**src/rtl/eth_types_pkg.sv**
```systemverilog
// rtl/eth_types_pkg.sv - Ethernet/IPv4/UDP receive constants, header offsets and parser state type
package eth_types_pkg;

    localparam logic [15:0] ETHERTYPE_IPV4 = 16'h0800;
    localparam logic [7:0]  IP_PROTO_UDP   = 8'd17;
    localparam logic [7:0]  IPV4_VER_IHL   = 8'h45;
    localparam logic [7:0]  SFD_BYTE       = 8'hD5;
    localparam logic [7:0]  PREAMBLE_BYTE  = 8'h55;
    localparam logic [47:0] BCAST_MAC      = 48'hFFFF_FFFF_FFFF;

    localparam int ETH_HDR_LEN = 14;
    localparam int IP_HDR_LEN  = 20;
    localparam int UDP_HDR_LEN = 8;

    // Byte offsets of the checked fields, relative to the start of each header.
    localparam int ETH_DMAC_LEN  = 6;
    localparam int ETH_TYPE_OFS  = 12;
    localparam int IP_PROTO_OFS  = 9;
    localparam int IP_DST_OFS    = 16;
    localparam int UDP_DPORT_OFS = 2;
    localparam int UDP_LEN_OFS   = 4;

    typedef enum logic [2:0] {
        ST_IDLE,
        ST_PREAMBLE,
        ST_ETH_HDR,
        ST_IP_HDR,
        ST_UDP_HDR,
        ST_PAYLOAD,
        ST_DRAIN
    } rx_state_t;

    // Byte idx of a MAC address in wire order (idx 0 is the first byte sent).
    function automatic logic [7:0] mac_byte(input logic [47:0] mac, input logic [2:0] idx);
        return mac[8*(5-int'(idx)) +: 8];
    endfunction

    // Byte idx of an IPv4 address in wire order.
    function automatic logic [7:0] ip_byte(input logic [31:0] ip, input logic [1:0] idx);
        return ip[8*(3-int'(idx)) +: 8];
    endfunction

endpackage

```
**src/rtl/sat_counter.sv**
```systemverilog
// rtl/sat_counter.sv - saturating event counter
//
// Ports:
//   clk     in  clock
//   resetn  in  asynchronous active-low reset, clears count
//   inc     in  add one this cycle (ignored once count is all-ones)
//   count   out current count, sticks at all-ones
module sat_counter #(
    parameter int W = 16
) (
    input  logic         clk,
    input  logic         resetn,
    input  logic         inc,
    output logic [W-1:0] count
);

    always_ff @(posedge clk or negedge resetn) begin
        if (!resetn) begin
            count <= '0;
        end else if (inc && (count != '1)) begin
            count <= count + W'(1);
        end
    end

endmodule

```
**src/rtl/udp_rx_demux.sv**
```systemverilog
// rtl/udp_rx_demux.sv - Ethernet/IPv4/UDP receive parser demultiplexing payload over consecutive UDP ports
//
// Ports:
//   clk            in  RMII reference clock
//   resetn         in  asynchronous active-low reset
//   data_valid     in  frame active (CRS_DV)
//   received_byte  in  assembled byte from the RMII front end
//   byte_valid     in  one-cycle strobe qualifying received_byte
//   payload        out payload byte
//   payload_valid  out payload byte strobe
//   payload_last   out marks the final payload byte of a frame
//   payload_chan   out dest_port - BASE_PORT, stable across the frame
//   frame_drop     out one-cycle pulse when an accepted frame ends inside its payload
//   ok_count       out frames fully delivered (saturating)
//   drop_count     out frames rejected or truncated after SFD (saturating)
module udp_rx_demux
    import eth_types_pkg::*;
#(
    parameter logic [47:0] FPGA_MAC     = 48'h00_1A_2B_3C_4D_5E,
    parameter logic [31:0] FPGA_IP      = 32'hC0_00_02_92,
    parameter logic [15:0] BASE_PORT    = 16'd5005,
    parameter int          NUM_PORTS    = 4,
    parameter bit          ACCEPT_BCAST = 1'b1,
    parameter int          CNT_W        = 16,
    localparam int         CHAN_W       = (NUM_PORTS > 1) ? $clog2(NUM_PORTS) : 1
) (
    input  logic              clk,
    input  logic              resetn,
    input  logic              data_valid,
    input  logic [7:0]        received_byte,
    input  logic              byte_valid,
    output logic [7:0]        payload,
    output logic              payload_valid,
    output logic              payload_last,
    output logic [CHAN_W-1:0] payload_chan,
    output logic              frame_drop,
    output logic [CNT_W-1:0]  ok_count,
    output logic [CNT_W-1:0]  drop_count
);

    rx_state_t   state, state_n;
    logic [4:0]  offset, offset_n;
    logic        uni_ok, uni_ok_n;
    logic        bc_ok, bc_ok_n;
    logic [7:0]  port_hi, port_hi_n;
    logic [7:0]  len_hi, len_hi_n;
    logic [15:0] remain, remain_n;

    logic [7:0]        pay_n;
    logic              pay_v_n;
    logic              pay_last_n;
    logic [CHAN_W-1:0] chan_n;
    logic              drop_pulse_n;
    logic              ok_inc;
    logic              drop_inc;
    logic              hdr_fail;
    logic [16:0]       port_ext;
    logic [15:0]       udp_len;

    always_ff @(posedge clk or negedge resetn) begin
        if (!resetn) begin
            state         <= ST_IDLE;
            offset        <= '0;
            uni_ok        <= 1'b0;
            bc_ok         <= 1'b0;
            port_hi       <= '0;
            len_hi        <= '0;
            remain        <= '0;
            payload       <= '0;
            payload_valid <= 1'b0;
            payload_last  <= 1'b0;
            payload_chan  <= '0;
            frame_drop    <= 1'b0;
        end else begin
            state         <= state_n;
            offset        <= offset_n;
            uni_ok        <= uni_ok_n;
            bc_ok         <= bc_ok_n;
            port_hi       <= port_hi_n;
            len_hi        <= len_hi_n;
            remain        <= remain_n;
            payload       <= pay_n;
            payload_valid <= pay_v_n;
            payload_last  <= pay_last_n;
            payload_chan  <= chan_n;
            frame_drop    <= drop_pulse_n;
        end
    end

    always_comb begin
        state_n      = state;
        offset_n     = offset;
        uni_ok_n     = uni_ok;
        bc_ok_n      = bc_ok;
        port_hi_n    = port_hi;
        len_hi_n     = len_hi;
        remain_n     = remain;
        pay_n        = payload;
        pay_v_n      = 1'b0;
        pay_last_n   = 1'b0;
        chan_n       = payload_chan;
        drop_pulse_n = 1'b0;
        ok_inc       = 1'b0;
        drop_inc     = 1'b0;
        hdr_fail     = 1'b0;
        port_ext     = {1'b0, port_hi, received_byte};
        udp_len      = {len_hi, received_byte};

        // The byte arriving this cycle is consumed first; end-of-frame is
        // judged afterwards on the resulting state.
        case (state)
            ST_IDLE: begin
                if (data_valid) begin
                    state_n = ST_PREAMBLE;
                end
            end

            ST_PREAMBLE: begin
                if (byte_valid) begin
                    if (received_byte == SFD_BYTE) begin
                        state_n  = ST_ETH_HDR;
                        offset_n = '0;
                        uni_ok_n = 1'b1;
                        bc_ok_n  = ACCEPT_BCAST;
                    end else if (received_byte != PREAMBLE_BYTE) begin
                        // Garbage before SFD: not a frame, so nothing is counted.
                        state_n = ST_DRAIN;
                    end
                end
            end

            ST_ETH_HDR: begin
                if (byte_valid) begin
                    offset_n = offset + 5'd1;
                    if (offset < 5'(ETH_DMAC_LEN)) begin
                        // Unicast and broadcast candidates are tracked separately;
                        // the frame is rejected as soon as neither can still match.
                        uni_ok_n = uni_ok && (received_byte == mac_byte(FPGA_MAC, offset[2:0]));
                        bc_ok_n  = bc_ok && (received_byte == mac_byte(BCAST_MAC, offset[2:0]));
                        hdr_fail = !uni_ok_n && !bc_ok_n;
                    end else if (offset == 5'(ETH_TYPE_OFS)) begin
                        hdr_fail = (received_byte != ETHERTYPE_IPV4[15:8]);
                    end else if (offset == 5'(ETH_HDR_LEN - 1)) begin
                        hdr_fail = (received_byte != ETHERTYPE_IPV4[7:0]);
                        state_n  = ST_IP_HDR;
                        offset_n = '0;
                    end
                end
            end

            ST_IP_HDR: begin
                if (byte_valid) begin
                    offset_n = offset + 5'd1;
                    if (offset == 5'd0) begin
                        hdr_fail = (received_byte != IPV4_VER_IHL);
                    end else if (offset == 5'(IP_PROTO_OFS)) begin
                        hdr_fail = (received_byte != IP_PROTO_UDP);
                    end else if (offset >= 5'(IP_DST_OFS)) begin
                        // Offsets 16..19 map to address bytes 0..3 via their low bits.
                        hdr_fail = (received_byte != ip_byte(FPGA_IP, offset[1:0]));
                    end
                    if (offset == 5'(IP_HDR_LEN - 1)) begin
                        state_n  = ST_UDP_HDR;
                        offset_n = '0;
                    end
                end
            end

            ST_UDP_HDR: begin
                if (byte_valid) begin
                    offset_n = offset + 5'd1;
                    if (offset == 5'(UDP_DPORT_OFS)) begin
                        port_hi_n = received_byte;
                    end else if (offset == 5'(UDP_DPORT_OFS + 1)) begin
                        // 17-bit compare so a range ending past 0xFFFF cannot wrap.
                        if ((port_ext >= {1'b0, BASE_PORT}) &&
                            (port_ext < ({1'b0, BASE_PORT} + 17'(NUM_PORTS)))) begin
                            chan_n = CHAN_W'(port_ext[15:0] - BASE_PORT);
                        end else begin
                            hdr_fail = 1'b1;
                        end
                    end else if (offset == 5'(UDP_LEN_OFS)) begin
                        len_hi_n = received_byte;
                    end else if (offset == 5'(UDP_LEN_OFS + 1)) begin
                        if (udp_len < 16'(UDP_HDR_LEN)) begin
                            hdr_fail = 1'b1;
                        end else begin
                            remain_n = udp_len - 16'(UDP_HDR_LEN);
                        end
                    end else if (offset == 5'(UDP_HDR_LEN - 1)) begin
                        if (remain == '0) begin
                            ok_inc  = 1'b1;
                            state_n = ST_DRAIN;
                        end else begin
                            state_n = ST_PAYLOAD;
                        end
                    end
                end
            end

            ST_PAYLOAD: begin
                if (byte_valid) begin
                    pay_n    = received_byte;
                    pay_v_n  = 1'b1;
                    remain_n = remain - 16'd1;
                    if (remain == 16'd1) begin
                        // Anything after the UDP length (padding, FCS) is drained unseen.
                        pay_last_n = 1'b1;
                        ok_inc     = 1'b1;
                        state_n    = ST_DRAIN;
                    end
                end
            end

            ST_DRAIN: begin
            end

            default: begin
                state_n = ST_IDLE;
            end
        endcase

        if (hdr_fail) begin
            state_n  = ST_DRAIN;
            drop_inc = 1'b1;
        end

        if (!data_valid) begin
            if ((state_n == ST_ETH_HDR) || (state_n == ST_IP_HDR) || (state_n == ST_UDP_HDR)) begin
                drop_inc = 1'b1;
            end else if (state_n == ST_PAYLOAD) begin
                drop_inc     = 1'b1;
                drop_pulse_n = 1'b1;
            end
            state_n = ST_IDLE;
        end
    end

    sat_counter #(.W(CNT_W)) u_ok_cnt (
        .clk    (clk),
        .resetn (resetn),
        .inc    (ok_inc),
        .count  (ok_count)
    );

    sat_counter #(.W(CNT_W)) u_drop_cnt (
        .clk    (clk),
        .resetn (resetn),
        .inc    (drop_inc),
        .count  (drop_count)
    );

endmodule

```
**config.mk**
```make
export PLATFORM = sky130hd
export DESIGN_NAME = udp_rx_demux
export DESIGN_NICKNAME = d
export VERILOG_FILES = /design/src/rtl/eth_types_pkg.sv /design/src/rtl/sat_counter.sv /design/src/rtl/udp_rx_demux.sv
export SDC_FILE = /design/constraint.sdc
export NUM_CORES = 1
export LEC_CHECK = 0
export ABC_AREA = 0
export ABC_CLOCK_PERIOD_IN_PS = 10100
export CORE_UTILIZATION = 57
export CTS_CLUSTER_DIAMETER = 30
export DETAILED_ROUTE_END_ITERATION = 8
export PLACE_DENSITY_LB_ADDON = 0.12
export SETUP_SLACK_MARGIN = 0.05
export SLEW_MARGIN = 30
export SYNTH_ARGS = -nofsm -noshare
export SYNTH_HDL_FRONTEND = slang
export SYNTH_HIERARCHICAL = 1
export SYNTH_SLANG_ARGS = --single-unit
```
**constraint.sdc**
```tcl
create_clock -name clk -period 10.1 [get_ports clk]
set_clock_uncertainty 0.2 [all_clocks]
set_input_delay 1.515 -clock clk [delete_from_list [all_inputs] [get_ports clk]]
set_output_delay 1.515 -clock clk [all_outputs]
set_load 0.005 [all_outputs]
```
# == Yosys cells after proc, flatten, opt, wreduce, memory -nomap -nowiden ==
# Cells that the tools add are included.
# word_totals
regBits,87
input_bits,12
out_inout_bits,45
elab_cells,182
# classes
addsub,8
n_lt_le_gt_ge,5
eq_ne,42
shifts,3
mux,84
n_bitwise,2
reduce_logical,24
# op_table
operator,n
$mux W16,7
$shiftx A48 B7 Y8 const A,2
$mux W3,20
$mux W5,9
$mux W1,40
$add A16 B1 Y16 const B,2
$ne A16 B16 Y1 const B,2
$pmux W16 S2,1
$shiftx A32 B6 Y8 const A,1
$ne A2 B2 Y1 const B,12
$pmux W3 S7,1
$pmux W5 S4,1
$eq A16 B1 Y1 const B,1
$eq A8 B8 Y1,2
$ge A16 B13 Y1 const B,1
$logic_not A16 Y1,1
$lt A16 B13 Y1 const B,1
$lt A16 B4 Y1 const B,1
$ne A8 B7 Y1 const B,2
$sub A16 B1 Y16 const B,1
$sub A16 B4 Y16 const B,1
$eq A3 B3 Y1 const B,5
$eq A5 B3 Y1 const B,3
$eq A5 B4 Y1 const B,3
31 further kinds,48

# == Logic depth before layout (Yosys ltp) ==
# depth
word_depth,16
depth_mapped,14
mapped_depth_nobuf,12

# == Modules after synthesis ==
# The synthesis kept the hierarchy.
# by_module_without_submodules
mod,n_inst,cells_per_inst,area_each_um2,seq_area_each_um2
udp_rx_demux,1,434,3752.3,1376.3
sat_counter,2,72,859.6,400.4

# == Least setup slack after synthesis ==
# No wires, ideal clock.
# synth_path
path_kind,input -> register
start,input port received_byte[4]
end,register u_drop_cnt.count[5]
setup_time_ps,119
t_arrival_ps,4162
required_ps,9781
slack_ps,5619
cell_stages,11
path_buffers,1
path_cell_list,clkbuf_1 or4_1 nor2_1 a41oi_1 o32ai_1 nand3_1 o22ai_1 and3_1 and4_2 o211ai_1 o21a_1
# synth_via
elab_chain_cells,15
elab_cells_between_ends,50
classes_between,order compare (3); eq/ne (12); mux (25); reduce/logical (10)
# synth_rtl
item,line_no,text
from (decl),udp_rx_demux.sv:30,"input logic [7:0] received_byte,"
$lt A16 B4 Y1,udp_rx_demux.sv:185,if (udp_len < 16'(UDP_HDR_LEN)) begin
$mux W1,udp_rx_demux.sv:185,
$mux W1,udp_rx_demux.sv:184,end else if (offset == 5'(UDP_LEN_OFS + 1)) begin
$mux W1,udp_rx_demux.sv:182,end else if (offset == 5'(UDP_LEN_OFS)) begin
$mux W1,udp_rx_demux.sv:174,end else if (offset == 5'(UDP_DPORT_OFS + 1)) begin
$mux W1,udp_rx_demux.sv:172,if (offset == 5'(UDP_DPORT_OFS)) begin
$mux W1,udp_rx_demux.sv:170,if (byte_valid) begin
$pmux W1 S3,udp_rx_demux.sv:111,case (state)
$mux W3,udp_rx_demux.sv:223,if (hdr_fail) begin
$eq A3 B2 Y1,udp_rx_demux.sv:229,if ((state_n == ST_ETH_HDR) || (state_n == ST_IP_HDR) || (state_n == ST_UDP_HDR)) begin
$logic_or A1 B1 Y1 (2 in a row),udp_rx_demux.sv:229,
$mux W1,udp_rx_demux.sv:229,
$mux W1 *,udp_rx_demux.sv:228,if (!data_valid) begin
named net drop_inc,udp_rx_demux.sv:55,logic drop_inc;
$logic_and A1 B1 Y1 *,sat_counter.sv:20,end else if (inc && (count != '1)) begin
to (signal assigned),sat_counter.sv:21,count <= count + W'(1);
to (decl),sat_counter.sv:14,output logic [W-1:0] count
# The timed path passes the listed nets; every way through them passes the cells marked *.
# A chain may end at the register's enable or synchronous reset.

# == Final worst setup path ==
# layout_path
start,input port received_byte[7]
end,register u_drop_cnt.count[14]
# The elaborated chain is that of the path after synthesis.

==> results.tsv <==
metric	value	unit
outcome	finished, final reports clean	
Finished Cell Area	6300	sq um
post-synthesis sequential area ratio	39.8	%
detailed-routed wire length on met3	727	um
sequential cell area in the final layout	2180	sq um
Data required, critical path	10.16	ns
crit-path leading delay family	simple AND/OR/NAND/NOR gates	
deepest level of the CTS H-tree	3	
combined area of the multi-input logic cells	3130	sq um
antenna diode count	0	
post-synth net total	606	
worst hold path stage count	2	
library cell contributing the largest single delay on the critical path	sky130_fd_sc_hd__or4_1	
highest achievable clock rate	189	MHz
share of power burned in registers	41.9	%
warning count from the yosys run	6	
maximum number of pins on one net before global-route repair	73	
worst stage delay on the critical path	0.72	ns
CTS root buffer	sky130_fd_sc_hd__clkbuf_8	
WP buf/inv	1	
cell area power density	213	nW/um^2
flop2flop setup slack	5.88	ns
CTS hold repair buffers	0	
number of gates resized after CTS	0	
total power draw	1340	uW
leftover overflow at the end of global routing	0	
crit path capture type	register	
Min-Delay Endpoint	port_hi[4]	
count of mapped cells out of synthesis	578	
unrepaired setup endpoints after global routing	no	
part of the total power dissipated in combinational logic	40.7	%
HPWL after detailed placement	9700	um
effective utilization at floorplan	58.9	%
topmost layer with routed signal wires	met4	
core outline area	9280	sq um
final routed wire length divided by cell count	17.9	um
number of cells on the worst reg-to-reg path	11	
net switching power	562	uW
router iterations before antenna repair	4	
switching share of power	42.0	%
Iteration-0 DRC Markers	285	
Num CTS Buffers	9	
worst skew pair latency	0.37	ns
IR drop worst, VDD	136	uV
worst min-delay path class	register to register	
area growth from synthesis to layout	15.1	%
commonest non-fill, non-tap cells in the layout	sky130_fd_sc_hd__dfrtp_1, sky130_fd_sc_hd__clkdlybuf4s50_1, sky130_fd_sc_hd__nand2_1	
Syn Std Cell Area	5470	sq um
Met1 Routed Length	6090	um
height of the die	100	um
crit path cell chain	clkdlybuf4s50_1 > or4_1 > nor2_1 > a41oi_1 > o32ai_1 > nand3_1 > o22ai_1 > nand2_1 > nor4_4 > nand4_1 > xnor2_1	
number of nets at the end of the flow	649	
fraction of registers with async set/reset	100	%
max_slew headroom	52.2	%
post-CTS setup buffer count	0	
final number of setup-violating endpoints	0	
final hold violation count	0	
slew of the pin with the lowest slew margin	0.715	ns
area after detailed placement	6100	sq um
power share of the clock group	17.4	%
number of cell rows	35	
Die Outline Area	10000	sq um
number of clock sinks	87	
arrival time worst endpoint	5.36	ns
Die W	100	um
residual DRC count	0	
top-level I/O count	57	
worst reg2reg startpoint	offset[1]	
final count of pins violating max slew	0	
Max Root-Sink Buffers	2	
filler-free cell count of the finished design	755	
maximum net fanout on the critical path	15	
first-pass GRT wire length	22700	um
main flop type after synthesis	sky130_fd_sc_hd__dfrtp_1	
average instance area after synthesis	9.47	sq um
fin crit share	52.4	%
TNS Setup	0	ns
Leakage Power	0.00268	uW
leading cell type in the layout, fill and taps excluded	sky130_fd_sc_hd__dfrtp_1	
number of antenna violations at the first check in global routing	0	
total routed wirelength	13500	um
fill cell count	758	
routed wl met2	6460	um
share of post-route cells with drive strength above 1	8.15	%
final critical path time including I/O delays and setup	5.30	ns
last weighted congestion value of the routability-driven placer	0.955	
start-to-end type of the worst setup path	input pin to register	
Internal Pwr Total	777	uW
Setup crit start kind	input pin	
number of port buffers	56	
count of state elements after synthesis	87	
Max Cap Violations	0	
antenna-violating nets left	0	
Post-synth EDFFs	0	
overall global routing resource usage	28.6	%
vias in the first global route	4638	
hold path start	port_hi[4]	
smallest hold slack	0.292	ns
post-DR vias/cell	6.35	
vias after detailed routing	4794	
clock-pin slew reported for the worst setup and hold paths after clock tree synthesis	0.11	ns
TritonCTS clock tree	done	
number of cells after detailed placement	738	
endpoint of the most critical register-to-register path	u_drop_cnt/count[7]	
count of unique library cells instantiated by Yosys	75	
==> cell type report <==
| type | count | area share (%) |
|---|---|---|
| Clock inverter | 6 | 0.914 |
| Clock buffer | 10 | 2.03 |
| Timing Repair Buffer | 59 | 9.24 |
| Multi-Input combinational cell | 447 | 49.7 |
| Sequential cell | 87 | 34.6 |
| Inverter | 17 | 1.01 |
| Tap cell | 129 | 2.56 |
==> power groups by stage <==
stage	clock network (uW)	logic [uW]	registers [uW]
2_1_floorplan	0	415	513
3_3_place_gp	0	514	561
3_5_place_dp	0	535	565
4_1_cts	234	538	558
5_1_grt	252	603	577
6_report	233	545	561
==> logic make-up (layout without fill, tap and decap cells) <==
kind of cell	after synthesis	count (layout)	share of synthesized area [%]
muxes	17	17	3.45
and+or+nand+nor	232	232	26.6
AOI/OAI and AO/OA	148	148	18.0
xor gates and xnor gates	34	34	5.44
buffers and inverters	44	92	3.06
DFF	87	87	39.8
adders and majority gates	16	16	3.66
==> how the worst max path moves through the flow <==
stage / start / end / slack [ns] / cells after the start
after global placement: received_byte[7] / u_drop_cnt/count[14] / 4.57 / 11
final: received_byte[7] / u_drop_cnt/count[14] / 4.80 / 11
after detailed placement: received_byte[7] / u_drop_cnt/count[14] / 4.44 / 11
after floorplan: received_byte[4] / u_drop_cnt/count[5] / 5.62 / 11
after global routing: received_byte[7] / u_drop_cnt/count[14] / 4.49 / 11
after CTS: received_byte[7] / u_drop_cnt/count[14] / 4.80 / 11
==> per-stage QoR <==
stage               setup slack [ns]  util [%]
finish                          4.80      67.8
global route                    4.49      67.8
CTS                             4.80      67.7
detailed placement              4.44      65.7
global placement                4.57      65.7
floorplan                       5.62         -
==> Yosys cell counts, types with 17 or more instances <==
library cell / n / area, sq um
sky130_fd_sc_hd__dfrtp_1: 87 / 2180
sky130_fd_sc_hd__nand2_1: 50 / 188
sky130_fd_sc_hd__xnor2_1: 18 / 158
sky130_fd_sc_hd__nand3_1: 19 / 95.1
sky130_fd_sc_hd__o21ai_1: 19 / 95.1
sky130_fd_sc_hd__nand4_1: 21 / 131
sky130_fd_sc_hd__nor3_1: 17 / 85.1
sky130_fd_sc_hd__nor2_1: 28 / 105
sky130_fd_sc_hd__clkbuf_1: 24 / 90.1
sky130_fd_sc_hd__o21ai_0: 20 / 100
sky130_fd_sc_hd__a21oi_1: 27 / 135
==> registers in the layout, summed over array words and instances, names as in the netlist <==
signal            flops
payload_chan          2
uni_ok                1
offset                5
bc_ok                 1
u_ok_cnt/count       16
frame_drop            1
u_drop_cnt/count     16
remain               16
payload_valid         1
state                 3
payload               8
len_hi                8
port_hi               8
payload_last          1
==> worst register-to-register path: cells and delay by family (launching register included) <==
kind	cells	cell delay, ns
XOR/XNOR	1	0.16
AO/OA/AOI/OAI	5	1.15
adder cells (fa/ha/maj)	1	0.46
AND/OR/NAND/NOR	4	1.58
flip-flops	1	0.55
==> per-layer routing <==
layer  vias up  GRT usage [%]
met5         -              0
met4         0           9.81
met3        25           4.04
met2       174           46.0
met1      2331           39.8
li1       2264              -
Note: power is estimated with default switching activity, not from simulation.
